==> src/rtl/utils_pkg.sv <==
// Shared types for the iterative M-extension multiply/divide unit (mdu_iter).
package utils_pkg;

    localparam int MDU_XLEN = 32;

    typedef enum logic [2:0] {
        RV_M_MUL    = 3'd0,
        RV_M_MULH   = 3'd1,
        RV_M_MULHSU = 3'd2,
        RV_M_MULHU  = 3'd3,
        RV_M_DIV    = 3'd4,
        RV_M_DIVU   = 3'd5,
        RV_M_REM    = 3'd6,
        RV_M_REMU   = 3'd7
    } mdu_op_t;

    typedef enum logic [1:0] {
        IDLE,
        CALC,
        DONE
    } mdu_st_t;

    typedef struct packed {
        mdu_op_t               op;
        logic [MDU_XLEN-1:0]   rs1;
        logic [MDU_XLEN-1:0]   rs2;
        logic [4:0]            rd_addr;
    } s_mdu_req_t;

    function automatic logic rs1_is_signed(input mdu_op_t op);
        return op inside {RV_M_MUL, RV_M_MULH, RV_M_MULHSU, RV_M_DIV, RV_M_REM};
    endfunction

    function automatic logic rs2_is_signed(input mdu_op_t op);
        return op inside {RV_M_MUL, RV_M_MULH, RV_M_DIV, RV_M_REM};
    endfunction

endpackage

==> src/rtl/mdu_div_step.sv <==
// One restoring-division step: compare the shifted partial remainder against the divisor.
module mdu_div_step
    import utils_pkg::*;
#(
    parameter int XLEN = MDU_XLEN
) (
    input  logic [XLEN:0]   rem_i,
    input  logic [XLEN-1:0] div_i,
    output logic [XLEN-1:0] rem_o,
    output logic            q_o
);

    // When the subtraction succeeds the true difference is below the divisor, so XLEN bits suffice.
    assign q_o   = (rem_i >= {1'b0, div_i});
    assign rem_o = q_o ? (rem_i[XLEN-1:0] - div_i) : rem_i[XLEN-1:0];

endmodule

==> src/rtl/mdu_iter.sv <==
// Iterative RV M-extension multiply/divide unit: shift-add multiply, restoring divide.
// Optional macro MDU_FAST_MUL_EN: MUL* ops use a single-cycle product and skip CALC.
module mdu_iter
    import utils_pkg::*;
#(
    parameter int XLEN = MDU_XLEN
) (
    input  logic            clk,
    input  logic            rst,
    input  logic            op_valid_i,
    output logic            op_ready_o,
    input  logic [2:0]      op_i,
    input  logic [XLEN-1:0] rs1_i,
    input  logic [XLEN-1:0] rs2_i,
    input  logic [4:0]      rd_addr_i,
    input  logic            flush_i,
    output logic            res_valid_o,
    input  logic            res_ready_i,
    output logic [XLEN-1:0] res_o,
    output logic [4:0]      res_rd_addr_o,
    output logic            busy_o
);

    localparam int CW = $clog2(XLEN) + 1;
    localparam logic [XLEN-1:0] MIN_INT = {1'b1, {(XLEN-1){1'b0}}};

    function automatic logic [XLEN-1:0] mul_result(input mdu_op_t op, input logic neg,
                                                   input logic [2*XLEN-1:0] prod);
        logic [2*XLEN-1:0] p;
        p = neg ? (~prod + 1'b1) : prod;
        return (op == RV_M_MUL) ? p[XLEN-1:0] : p[2*XLEN-1:XLEN];
    endfunction

    function automatic logic [XLEN-1:0] div_result(input mdu_op_t op, input logic neg,
                                                   input logic [XLEN-1:0] quo,
                                                   input logic [XLEN-1:0] rem);
        logic [XLEN-1:0] v;
        v = (op inside {RV_M_REM, RV_M_REMU}) ? rem : quo;
        return neg ? (~v + 1'b1) : v;
    endfunction

    mdu_st_t         state, state_n;
    logic [CW-1:0]   cnt, cnt_n;
    mdu_op_t         op_q, op_n, op_in;
    logic            neg_q, neg_n, neg_in;
    logic [XLEN-1:0] hi_q, hi_n, lo_q, lo_n, b_q, b_n, res_q, res_n;
    logic [XLEN:0]   rem_q, rem_n;
    logic [4:0]      rd_q, rd_n;
    logic            res_vld_q, busy_q;

    logic signed [XLEN-1:0] a_s, b_s;
    logic            a_neg, b_neg, div_zero, div_ovf;
    logic [XLEN-1:0] a_mag, b_mag, step_rem;
    logic            step_q;
    logic [XLEN:0]   mul_sum;

    assign op_in    = mdu_op_t'(op_i);
    assign a_s      = signed'(rs1_i);
    assign b_s      = signed'(rs2_i);
    assign a_neg    = rs1_is_signed(op_in) && (a_s < 0);
    assign b_neg    = rs2_is_signed(op_in) && (b_s < 0);
    assign a_mag    = a_neg ? unsigned'(-a_s) : rs1_i;
    assign b_mag    = b_neg ? unsigned'(-b_s) : rs2_i;
    assign neg_in   = (op_in inside {RV_M_REM, RV_M_REMU}) ? a_neg : (a_neg ^ b_neg);
    assign div_zero = op_i[2] && (rs2_i == '0);
    assign div_ovf  = (op_in inside {RV_M_DIV, RV_M_REM}) && (rs1_i == MIN_INT) && (rs2_i == '1);

    assign mul_sum  = {1'b0, hi_q} + (lo_q[0] ? {1'b0, b_q} : '0);

    mdu_div_step #(.XLEN(XLEN)) u_div_step (
        .rem_i (rem_q),
        .div_i (b_q),
        .rem_o (step_rem),
        .q_o   (step_q)
    );

`ifdef MDU_FAST_MUL_EN
    logic [2*XLEN-1:0] fast_prod;
    assign fast_prod = {{XLEN{1'b0}}, a_mag} * {{XLEN{1'b0}}, b_mag};
`endif

    always_comb begin
        state_n = state;
        cnt_n   = cnt;
        op_n    = op_q;
        neg_n   = neg_q;
        hi_n    = hi_q;
        lo_n    = lo_q;
        b_n     = b_q;
        rem_n   = rem_q;
        res_n   = res_q;
        rd_n    = rd_q;
        case (state)
            IDLE: begin
                if (op_valid_i && !flush_i) begin
                    op_n    = op_in;
                    rd_n    = rd_addr_i;
                    neg_n   = neg_in;
                    b_n     = b_mag;
                    hi_n    = '0;
                    cnt_n   = CW'(XLEN);
                    state_n = CALC;
                    // Divide keeps the dividend's MSB pre-loaded into the partial remainder.
                    if (op_i[2]) begin
                        rem_n = {{XLEN{1'b0}}, a_mag[XLEN-1]};
                        lo_n  = {a_mag[XLEN-2:0], 1'b0};
                    end else begin
                        rem_n = '0;
                        lo_n  = a_mag;
                    end
                    if (div_zero) begin
                        res_n   = op_i[1] ? rs1_i : '1;
                        state_n = DONE;
                    end else if (div_ovf) begin
                        res_n   = op_i[1] ? '0 : MIN_INT;
                        state_n = DONE;
                    end
`ifdef MDU_FAST_MUL_EN
                    else if (!op_i[2]) begin
                        res_n   = mul_result(op_in, neg_in, fast_prod);
                        state_n = DONE;
                    end
`endif
                end
            end
            CALC: begin
                if (flush_i) begin
                    state_n = IDLE;
                end else begin
                    cnt_n = cnt - 1'b1;
                    if (op_q[2]) begin
                        rem_n = {step_rem, lo_q[XLEN-1]};
                        lo_n  = {lo_q[XLEN-2:0], step_q};
                    end else begin
                        hi_n  = mul_sum[XLEN:1];
                        lo_n  = {mul_sum[0], lo_q[XLEN-1:1]};
                    end
                    if (cnt == CW'(1)) begin
                        state_n = DONE;
                        res_n   = op_q[2] ? div_result(op_q, neg_q, lo_n, step_rem)
                                          : mul_result(op_q, neg_q, {hi_n, lo_n});
                    end
                end
            end
            DONE: begin
                if (flush_i || res_ready_i) state_n = IDLE;
            end
            default: state_n = IDLE;
        endcase
    end

    always_ff @(posedge clk) begin
        if (!rst) begin
            state     <= IDLE;
            cnt       <= '0;
            res_vld_q <= 1'b0;
            busy_q    <= 1'b0;
            res_q     <= '0;
            rd_q      <= '0;
        end else begin
            state     <= state_n;
            cnt       <= cnt_n;
            res_vld_q <= (state_n == DONE);
            busy_q    <= (state_n != IDLE);
            res_q     <= res_n;
            rd_q      <= rd_n;
        end
    end

    always_ff @(posedge clk) begin
        op_q  <= op_n;
        neg_q <= neg_n;
        hi_q  <= hi_n;
        lo_q  <= lo_n;
        b_q   <= b_n;
        rem_q <= rem_n;
    end

    assign op_ready_o    = (state == IDLE);
    assign res_valid_o   = res_vld_q;
    assign busy_o        = busy_q;
    assign res_o         = res_q;
    assign res_rd_addr_o = rd_q;

endmodule
==> config.mk <==
export PLATFORM = sky130hd
export DESIGN_NAME = mdu_iter
export DESIGN_NICKNAME = d
export VERILOG_FILES = /design/src/rtl/utils_pkg.sv /design/src/rtl/mdu_div_step.sv /design/src/rtl/mdu_iter.sv
export SDC_FILE = /design/constraint.sdc
export NUM_CORES = 1
export LEC_CHECK = 0
export ABC_AREA = 1
export BUFFER_PORTS_ARGS = -buffer_cell sky130_fd_sc_hd__buf_4
export CORE_MARGIN = 3
export CORE_UTILIZATION = 35
export DETAILED_ROUTE_END_ITERATION = 10
export SYNTH_ARGS = -nofsm -noshare
export SYNTH_HDL_FRONTEND = slang
export SYNTH_HIERARCHICAL = 1
export SYNTH_SLANG_ARGS = --single-unit
==> constraint.sdc <==
create_clock -name clk -period 9.08 [get_ports clk]
set_input_delay 0.908 -clock clk [delete_from_list [all_inputs] [get_ports clk]]
set_output_delay 0.908 -clock clk [all_outputs]
set_load 0.005 [all_outputs]
# Word level (Yosys, flattened, before mapping)
# Index checks and enable logic that the tools add are counted.
# word_totals
reg_bits	180
in_bits	77
out_inout_bits	40
# op_classes
mux	46
reduce_logical	23
bitwise_logic	3
n_lt_le_gt_ge	3
n_addsub	7
eq_ne	18
# ops
operator	count
two-way mux 32 bit	26
case mux 32 bit (2 select lines)	3
two-way mux 33 bit	3
case mux 33 bit (2 select lines)	1
adder 64 x 1 -> 64 bit (second input constant)	1
equality test 32 bit (second input constant)	2
< comparator 32 x 1 -> 1 bit (second input constant)	2
two-way mux 64 bit	1
negator 32 bit	2
inverter 64 bit	1
adder 32 x 32 -> 33 bit	1
greater-or-equal comparator 33 x 32 -> 1 bit	1
adder 32 x 1 -> 32 bit (second input constant)	1
logical NOT 32 bit	1
inverter 32 bit	1
subtractor 32 bit	1
equality test 3 bit (second input constant)	5
two-way mux 2 bit	6
two-way mux 6 bit	2
case mux 6 bit (2 select lines)	1
nonzero test 2 bit	5
equality test 6 x 1 -> 1 bit (second input constant)	1
logical AND 1 bit	6
logical NOT 3 bit	2
20 further kinds	24

# Longest topological paths before layout
# Gate-level depths: netlist of run 1.
# logic_depth
depth_word	13
ltp_mapped	36
ltp_nobuf	34

# Hierarchy
# The synthesis of run 1 kept the hierarchy.
# by_module_without_submodules
module	cells_per_inst	seq_area_each_um2	n_inst	area_each_um2
mdu_iter	2631	4934.7	1	16449.5
mdu_div_step	647	0.0	1	3160.5

# Worst setup path after synthesis of run 1
# OpenSTA, ideal clock, no wires.
# synth_path
kind	register to register
startpoint	register op_q[2]
endpoint	register rem_q[0], enable pin
arrival_ns	3.800
stages_incl_launch_ff	8
setup_ns	0.469
n_path_buf	5
path_slack_ns	4.811
t_required_ns	8.611
path_cell_list	edfxtp_1 > inv_2 > buf_6 > buf_2 > clkbuf_1 > clkbuf_1 > clkbuf_1 > o21ai_0
# synth_via
elab_chain_cells	2
# synth_rtl
element	line_no	source
start, declared	mdu_iter.sv:44	mdu_op_t op_q, op_n, op_in;
start signal, assigned	mdu_iter.sv:171	op_q <= op_n;
!= test 2 bit (no source line)	--	
AND reduction 4 bit (no source line)	--	
end signal, assigned	mdu_iter.sv:176	rem_q <= rem_n;
end, declared	mdu_iter.sv:47	logic [XLEN:0] rem_q, rem_n;
# Every way passes these cells.
# A chain may end at the register's enable or synchronous reset.

# Final worst setup path of run 1
# layout_path
startpoint	register rem_q[3]
endpoint	register res_q[20], in the netlist res_o[20]
# layout_via
elab_chain_cells	12
word_cells_on_any_way	18
classes_between	add/sub (3); order compare (1); mux (12); bitwise (2)
# layout_rtl
element	line_no	source
greater-or-equal comparator 33 x 32 -> 1 bit (*)	mdu_div_step.sv:14	assign q_o = (rem_i >= {1'b0, div_i});
via step_q	mdu_iter.sv:54	logic step_q;
two-way mux 32 bit	mdu_iter.sv:131	if (op_q[2]) begin
two-way mux 32 bit	mdu_iter.sv:127	if (flush_i) begin
two-way mux 32 bit	mdu_iter.sv:93	case (state)
inverter 64 bit / two-way mux 32 bit (equally long branches)	mdu_iter.sv:30, mdu_iter.sv:38	
adder 64 x 1 -> 64 bit / inverter 32 bit (equally long branches)	mdu_iter.sv:30, mdu_iter.sv:39	
two-way mux 64 bit / adder 32 x 1 -> 32 bit (equally long branches)	mdu_iter.sv:30, mdu_iter.sv:39	
two-way mux 32 bit, on equally long branches	mdu_iter.sv:31, mdu_iter.sv:39	
two-way mux 32 bit (*)	mdu_iter.sv:140	res_n = op_q[2] ? div_result(op_q, neg_q, lo_n, step_rem)
two-way mux 32 bit (*)	mdu_iter.sv:138	if (cnt == CW'(1)) begin
two-way mux 32 bit (*)	mdu_iter.sv:127	
case mux 32 bit (2 select lines) (*)	mdu_iter.sv:93	
end signal, assigned	mdu_iter.sv:165	res_q <= res_n;
end, declared	mdu_iter.sv:46	logic [XLEN-1:0] hi_q, hi_n, lo_q, lo_n, b_q, b_n, res_q, res_n;
# Mark *: on every way through the listed nets, which the timed path passes. The rest lies on a longest branch. The select of a mux whose other input is x is not followed.

==> results.py, run 1 <==
metrics = {
    "outcome": {
        "outcome": "finished, final reports clean",
    },
    "route": {
        "wire_per_inst_um": 18.28,
        "drt_wl_total_um": 74800,
        "drt_iter0_markers": 2007,
        "firstDrtPassIters": 6,
        "viasPerCell": 5.104,
        "drc": 0,
        "vias": 20880,
        "ant_nets": 0,
    },
    "critical_path": {
        "critPathMaxStageDelay_ps": 400,
        "path_max_fanout": 35,
        "crit_slowest_cell": "edfxtp_1",
        "cp-start-kind": "register",
        "worst_setup_path_end_kind": "register",
        "crit_buf_inv": 2,
        "crit_family": "simple AND/OR/NAND/NOR gates",
        "critical_path_class": "register to register",
        "required_ps": 9480,
        "arrival_ps": 5290,
        "crit_top_cell": "nand2_1",
    },
    "synth": {
        "synth_cells": 3278,
        "synth_top_area_share_pct": 20.37,
        "ys_types": 62,
        "postSynthAreaPerCell_um2": 5.982,
        "synth_edf_count": 133,
        "yosysSeqAreaShare_pct": 25.16,
        "synth_area_leaders": "edfxtp_1 20%, nand2_1 19%, inv_1 10%",
        "synth_largest_area_cell": "edfxtp_1",
        "async_flop_share_pct": 0,
        "ys_ff_latch": 180,
        "yosysWarnings": 6,
        "synthFlopType": "edfxtp_1",
        "syn_nets": 3428,
        "netlist_area_um2": 19610,
    },
    "power_and_ir_drop": {
        "power_frac_clock_pct": 28.8,
        "p_int_uw": 1676,
        "power.total_uw": 2817,
        "p_per_area_nw_per_um2": 129.9,
        "static-leakage-power_uw": 0.01102,
        "share_comb_of_total_power_pct": 36.4,
        "p_sw_share_pct": 40.52,
        "p_sw_uw": 1141,
        "p_seq_share_pct": 34.8,
        "ir_worst_vdd_mv": 0.1308,
    },
    "clock_network": {
        "clk_pin_slew_ps": 80,
        "postCtsResizedCells": 0,
        "clock_latency_ps": 470,
        "root_buffer": "clkbuf_16",
        "clockBufferDepth": 2,
        "cts_sinks": 180,
        "post-cts-setup-buffers": 0,
        "cts_tree": "done",
        "numCtsBuffers": 17,
        "postCtsHoldBufs": 0,
        "htree_levels": 4,
    },
    "timing": {
        "finalHoldViolCount": 0,
        "worst_slew_pin_slew_ps": 1213,
        "min_period_ps": 4892,
        "finalMaxSlewViolations": 0,
        "clock.fmax_ghz": 0.2044,
        "fin_skew_ps": 10.82,
        "fin_crit_sh_pct": 53.87,
        "relSlewSlack_pct": 19.07,
        "tns_ps": 0,
        "rsz0062_at_grt": "false",
        "setup-violations-final": 0,
    },
    "placement": {
        "gp_congestion": 0.9746,
        "dp_hpwl_um": 59040,
        "io_buffer_count": 116,
    },
    "floorplanning": {
        "row_count": 86,
        "core_area_um2": 55310,
        "die_width_um": 242.7,
        "initial_core_util_pct": 35.46,
        "dieArea_um2": 58910,
        "fp.dieH_um": 242.7,
        "top_level_ports": 117,
    },
    "finish": {
        "final_cell_mix": "997 x nand2_1, 532 x inv_1, 377 x nor2_1",
        "utilization_pct": 39.20,
        "syn2layout_area_growth_pct": 10.57,
        "drive_gt1_share_pct": 8.618,
        "final_common_cell": "nand2_1",
        "nets": 3479,
        "final.fill_count": 6139,
    },
    "global_routing": {
        "grt_use_total_pct": 24.85,
        "grt_pass1_wl_um": 114000,
        "grt.overflow.total": 0,
        "grt_max_degree": 123,
        "first_global_vias": 19370,
        "antenna_found_initial": 1,
    },
    "worst_hold_path": {
        "hold_path_class": "register to register",
    },
    "job": {
        "drv_cap": 0,
    },
}
-- cell families after synthesis --
logic type / Yosys count / share of synthesized area [%]
adder cells (fa/ha/maj): 73 / 4.734
flip-flops: 180 / 25.16
XOR/XNOR: 88 / 3.930
AO/OA/AOI/OAI: 442 / 12.56
AND/OR/NAND/NOR: 1844 / 40.46
buffers and inverters: 651 / 13.15
-- registers in the layout (all words and copies together) (netlist names) --
register       cells
neg_q              1
op_q               3
cnt                6
res_o             32
res_rd_addr_o      5
res_valid_o        1
hi_q              32
busy_o             1
rem_q             33
b_q               32
state              2
lo_q              32
-- synth_stat cells (3+ instances only) --
library cell and n:
nor4_1 9, nor2_1 377, nand2_2 17, nand2_1 998
nand3_2 18, a22oi_1 7, nand4_1 37, o21ai_0 140
dfxtp_1 47, ha_1 71, nand3_1 255, nor3_2 7
a21o_1 5, o21bai_1 4, inv_1 533, nor2_4 4
clkinv_1 4, o211ai_1 9, nor2_2 19, buf_6 6
o21ai_1 36, buf_4 4, inv_2 10, clkbuf_1 57
nor3_1 35, xnor2_1 13, o31ai_1 3, xor2_1 75
a31oi_1 8, and2_1 12, o22ai_1 14, a21oi_1 177
buf_1 9, o221ai_1 10, buf_2 24, o21ai_2 16
nand3b_1 26, edfxtp_1 133, nor3b_1 4, or2_2 16
-- final timing paths --
path,from,to,slack (ps),cells after the start
setup / recovery,rem_q[3],res_o[20],4190,33
hold reg to reg,cnt[3],cnt[3],490,2
hold / removal,cnt[3],cnt[3],490,2
setup reg to reg,rem_q[3],res_o[20],4190,33
-- area by class of cell --
| cell class | instances | area (um2) | area share [%] |
|---|---|---|---|
| multi-input cells | 2447 | 12120 | 55.90 |
| flip-flops and latches | 180 | 4935 | 22.76 |
| inverters | 548 | 2058 | 9.493 |
| repair buffers | 135 | 1026 | 4.732 |
| well taps | 748 | 935.9 | 4.316 |
| clock buffers | 17 | 425.4 | 1.962 |
| clock inverters | 15 | 178.9 | 0.8252 |
| diodes | 1 | 2.502 | 0.01154 |
-- per-layer routing --
metal | global-route usage, % | part of all wire [%] | vias up
met5 | 0 | 0 | -
met4 | 10.12 | 4.3 | 0
met3 | 2.552 | 6.7 | 128
met2 | 40.37 | 44 | 817
met1 | 33.83 | 45 | 9398
li1 | - | - | 10540
-- stage by stage --
step	cell area, um2	hold slack [ps]	std cells	setup slack (ps)
after global placement	21080	464.7	4058	4012
after floorplan	19610	454.1	3278	4811
final	21680	487.9	4091	4188
after CTS	21680	492.3	4090	4284
after global routing	21680	515.2	4090	3743
after detailed placement	21080	473.7	4058	3997
-- power groups by stage --
stage,Combinational [uW],Clock (uW),Sequential [uW]
final,1030,810,980
after global placement,1010,0,997
after floorplan,689,0,990
after detailed placement,1000,0,998
after CTS,1010,821,980
after global routing,1140,843,986
-- worst min-delay path: stages (launching register included) --
cell and delay [ps]:
dfxtp_1 320, nand2_1 60, a21oi_1 60
Power figures use the tool's default switching activity.
==> run 2, diff against run 1 <==
clock period = 4.1 ns   (was 9.08 ns; I/O delays follow)
==> run 2 against run 1 <==
Against the previous run: critical path type unchanged; hold slack got worse by 310 ps; sequential share of layout area fell by 2.2 points; power rose by 130%; die area did not move.
==> results.py, run 2 (synthesized netlist as in run 1, its figures left out) <==
metrics = {
    "outcome": {
        "outcome": "finished, final reports clean",
    },
    "critical_path": {
        "crit-reg2reg-launch": "rem_q[29]",
        "path_max_fanout": 5,
        "required_ps": 4500,
        "critical_path_class": "register to register",
        "arrival_ps": 4390,
        "worst_setup_path_end_kind": "register",
        "cp-start-kind": "register",
        "crit_start": "rem_q[29]",
    },
    "clock_network": {
        "cts_sinks": 180,
        "cts_tree": "done",
        "root_buffer": "clkbuf_16",
        "numCtsBuffers": 17,
        "clockBufferDepth": 2,
        "htree_levels": 4,
        "clk_pin_slew_ps": 80,
        "clock_latency_ps": 470,
    },
    "global_routing": {
        "first_global_vias": 19950,
        "grt_pass1_wl_um": 116700,
        "antenna_found_initial": 0,
        "grt_use_total_pct": 25.40,
        "grt_max_degree": 84,
        "grt.overflow.total": 0,
    },
    "floorplanning": {
        "core_area_um2": 55310,
        "top_level_ports": 117,
        "dieArea_um2": 58910,
        "fp.dieH_um": 242.7,
        "die_width_um": 242.7,
        "row_count": 86,
        "initial_core_util_pct": 35.46,
    },
    "finish": {
        "drive_gt1_share_pct": 18.20,
        "stdcell_count": 4270,
        "largest_reg_flops": 33,
        "final_cell_mix": "953 x nand2_1, 507 x inv_1, 359 x nor2_1",
        "antennaDiodeCount": 0,
        "syn2layout_area_growth_pct": 22.54,
        "largest_register": "rem_q",
        "nets": 3659,
        "final_common_cell": "nand2_1",
    },
    "timing": {
        "fin_crit_sh_pct": 97.33,
        "clock.fmax_ghz": 0.2506,
        "min_period_ps": 3990,
        "finalMaxSlewViolations": 0,
        "setup_ws_ps": 109.5,
        "relSlewSlack_pct": 33.32,
        "rsz0062_at_grt": "true",
        "finalHoldViolCount": 0,
        "worst_slew_pin_slew_ps": 1000,
        "setup-violations-final": 0,
        "fin_skew_ps": 16.29,
    },
    "placement": {
        "place_ws_ps": 14.24,
        "io_buffer_count": 116,
        "dp_cells": 4195,
        "gp_congestion": 0.9973,
        "dp_hpwl_um": 61810,
    },
    "power_and_ir_drop": {
        "power.total_uw": 6566,
        "static-leakage-power_uw": 0.01199,
        "p_sw_share_pct": 40.10,
        "share_comb_of_total_power_pct": 40.3,
        "power_frac_clock_pct": 26.5,
        "p_int_uw": 3933,
        "p_seq_share_pct": 33.2,
        "ir_worst_vdd_mv": 0.2801,
        "p_sw_uw": 2633,
        "p_per_area_nw_per_um2": 273.3,
    },
    "route": {
        "wire_per_inst_um": 18.11,
        "vias": 21760,
        "drt_iter0_markers": 1976,
        "drt_wl_total_um": 77310,
        "ant_nets": 0,
        "viasPerCell": 5.096,
        "firstDrtPassIters": 6,
        "drc": 0,
    },
    "worst_hold_path": {
        "hp-start": "op_i[0]",
        "hold_path_class": "input port to register",
    },
    "job": {
        "drv_cap": 0,
    },
}
run 2: cell count changes in the layout (fill, tap and decap cells not counted), moves of 17 or more:
cell,change
ha_1,-34
inv_1,-25
nand2_2,+39
nand3_1,-19
nor2_1,-18
inv_2,+25
ha_4,+31
buf_4,+171
nand2_1,-44
o21ai_0,-20
o21ai_2,+17
run 2: final timing paths:
path / cells past startpoint / slack (ps) / end
hold reg to reg: 2 / 490 / cnt[3]
setup / recovery: 23 / 110 / res_o[25]
setup reg to reg: 23 / 110 / res_o[25]
hold / removal: 1 / 180 / op_q[0]
run 2: what timing repair did:
action                                  CTS  global route
gates resized for setup                  22           196
pin swaps                                 2            57
endpoints found under the setup margin    3            28
endpoints found under the hold margin     0             0
buffers inserted                          2            40
hold buffers                              0             0
gates cloned                              0             1
run 2: metrics by stage:
stage | TNS [ps] | cell area (um2) | hold WS [ps] | util [%]
finish | 0 | 24030 | 175.7 | 43.45
global route | -1450 | 24030 | 158.3 | 43.45
CTS | 0 | 23020 | 144.0 | 41.61
detailed placement | 0 | 22170 | 476.3 | 40.08
global placement | 0 | 22170 | 464.7 | 40.08
floorplan | 0 | 19610 | 454.1 | -
run 2: area by class of cell:
cell class	count	area (um2)
clock buffers	21	503.0
clock inverters	11	101.3
fillers	6006	31280
inverters	548	2058
multi-input cells	2448	13040
flip-flops and latches	180	4935
well taps	748	935.9
repair buffers	314	2452
run 2: critical path, cell delays in order, from the launching register on:
cell	delay [ps]
edfxtp_1	450
ha_4	330
nand2_2	70
nor3_4	200
nand2_2	110
nor3_4	280
nand2_8	140
buf_6	140
buf_4	140
nand3_1	60
nand2_1	100
o21ai_2	220
nand3_2	120
nor2_2	180
nand3_2	110
nor2_4	190
nand4_1	260
nand2_2	180
buf_4	130
buf_4	80
a21oi_1	50
nor2_1	110
nand2_2	120
a21oi_2	130
run 2: power by group through the flow:
| stage | Clock [uW] | Sequential (uW) | Combinational (uW) |
|---|---|---|---|
| final | 1740 | 2180 | 2640 |
| after global routing | 1830 | 2190 | 2910 |
| after CTS | 1770 | 2170 | 2450 |
| after detailed placement | 0 | 2210 | 2410 |
| after global placement | 0 | 2210 | 2410 |
| after floorplan | 0 | 2190 | 1530 |
run 2: per-layer routing:
metal,vias to the layer above,GRT usage (%),routed length (um)
met4,0,10.60,3518
met2,733,40.28,33900
met1,10020,35.62,35500
li1,10900,-,-
met5,-,0,0
met3,111,2.044,4395
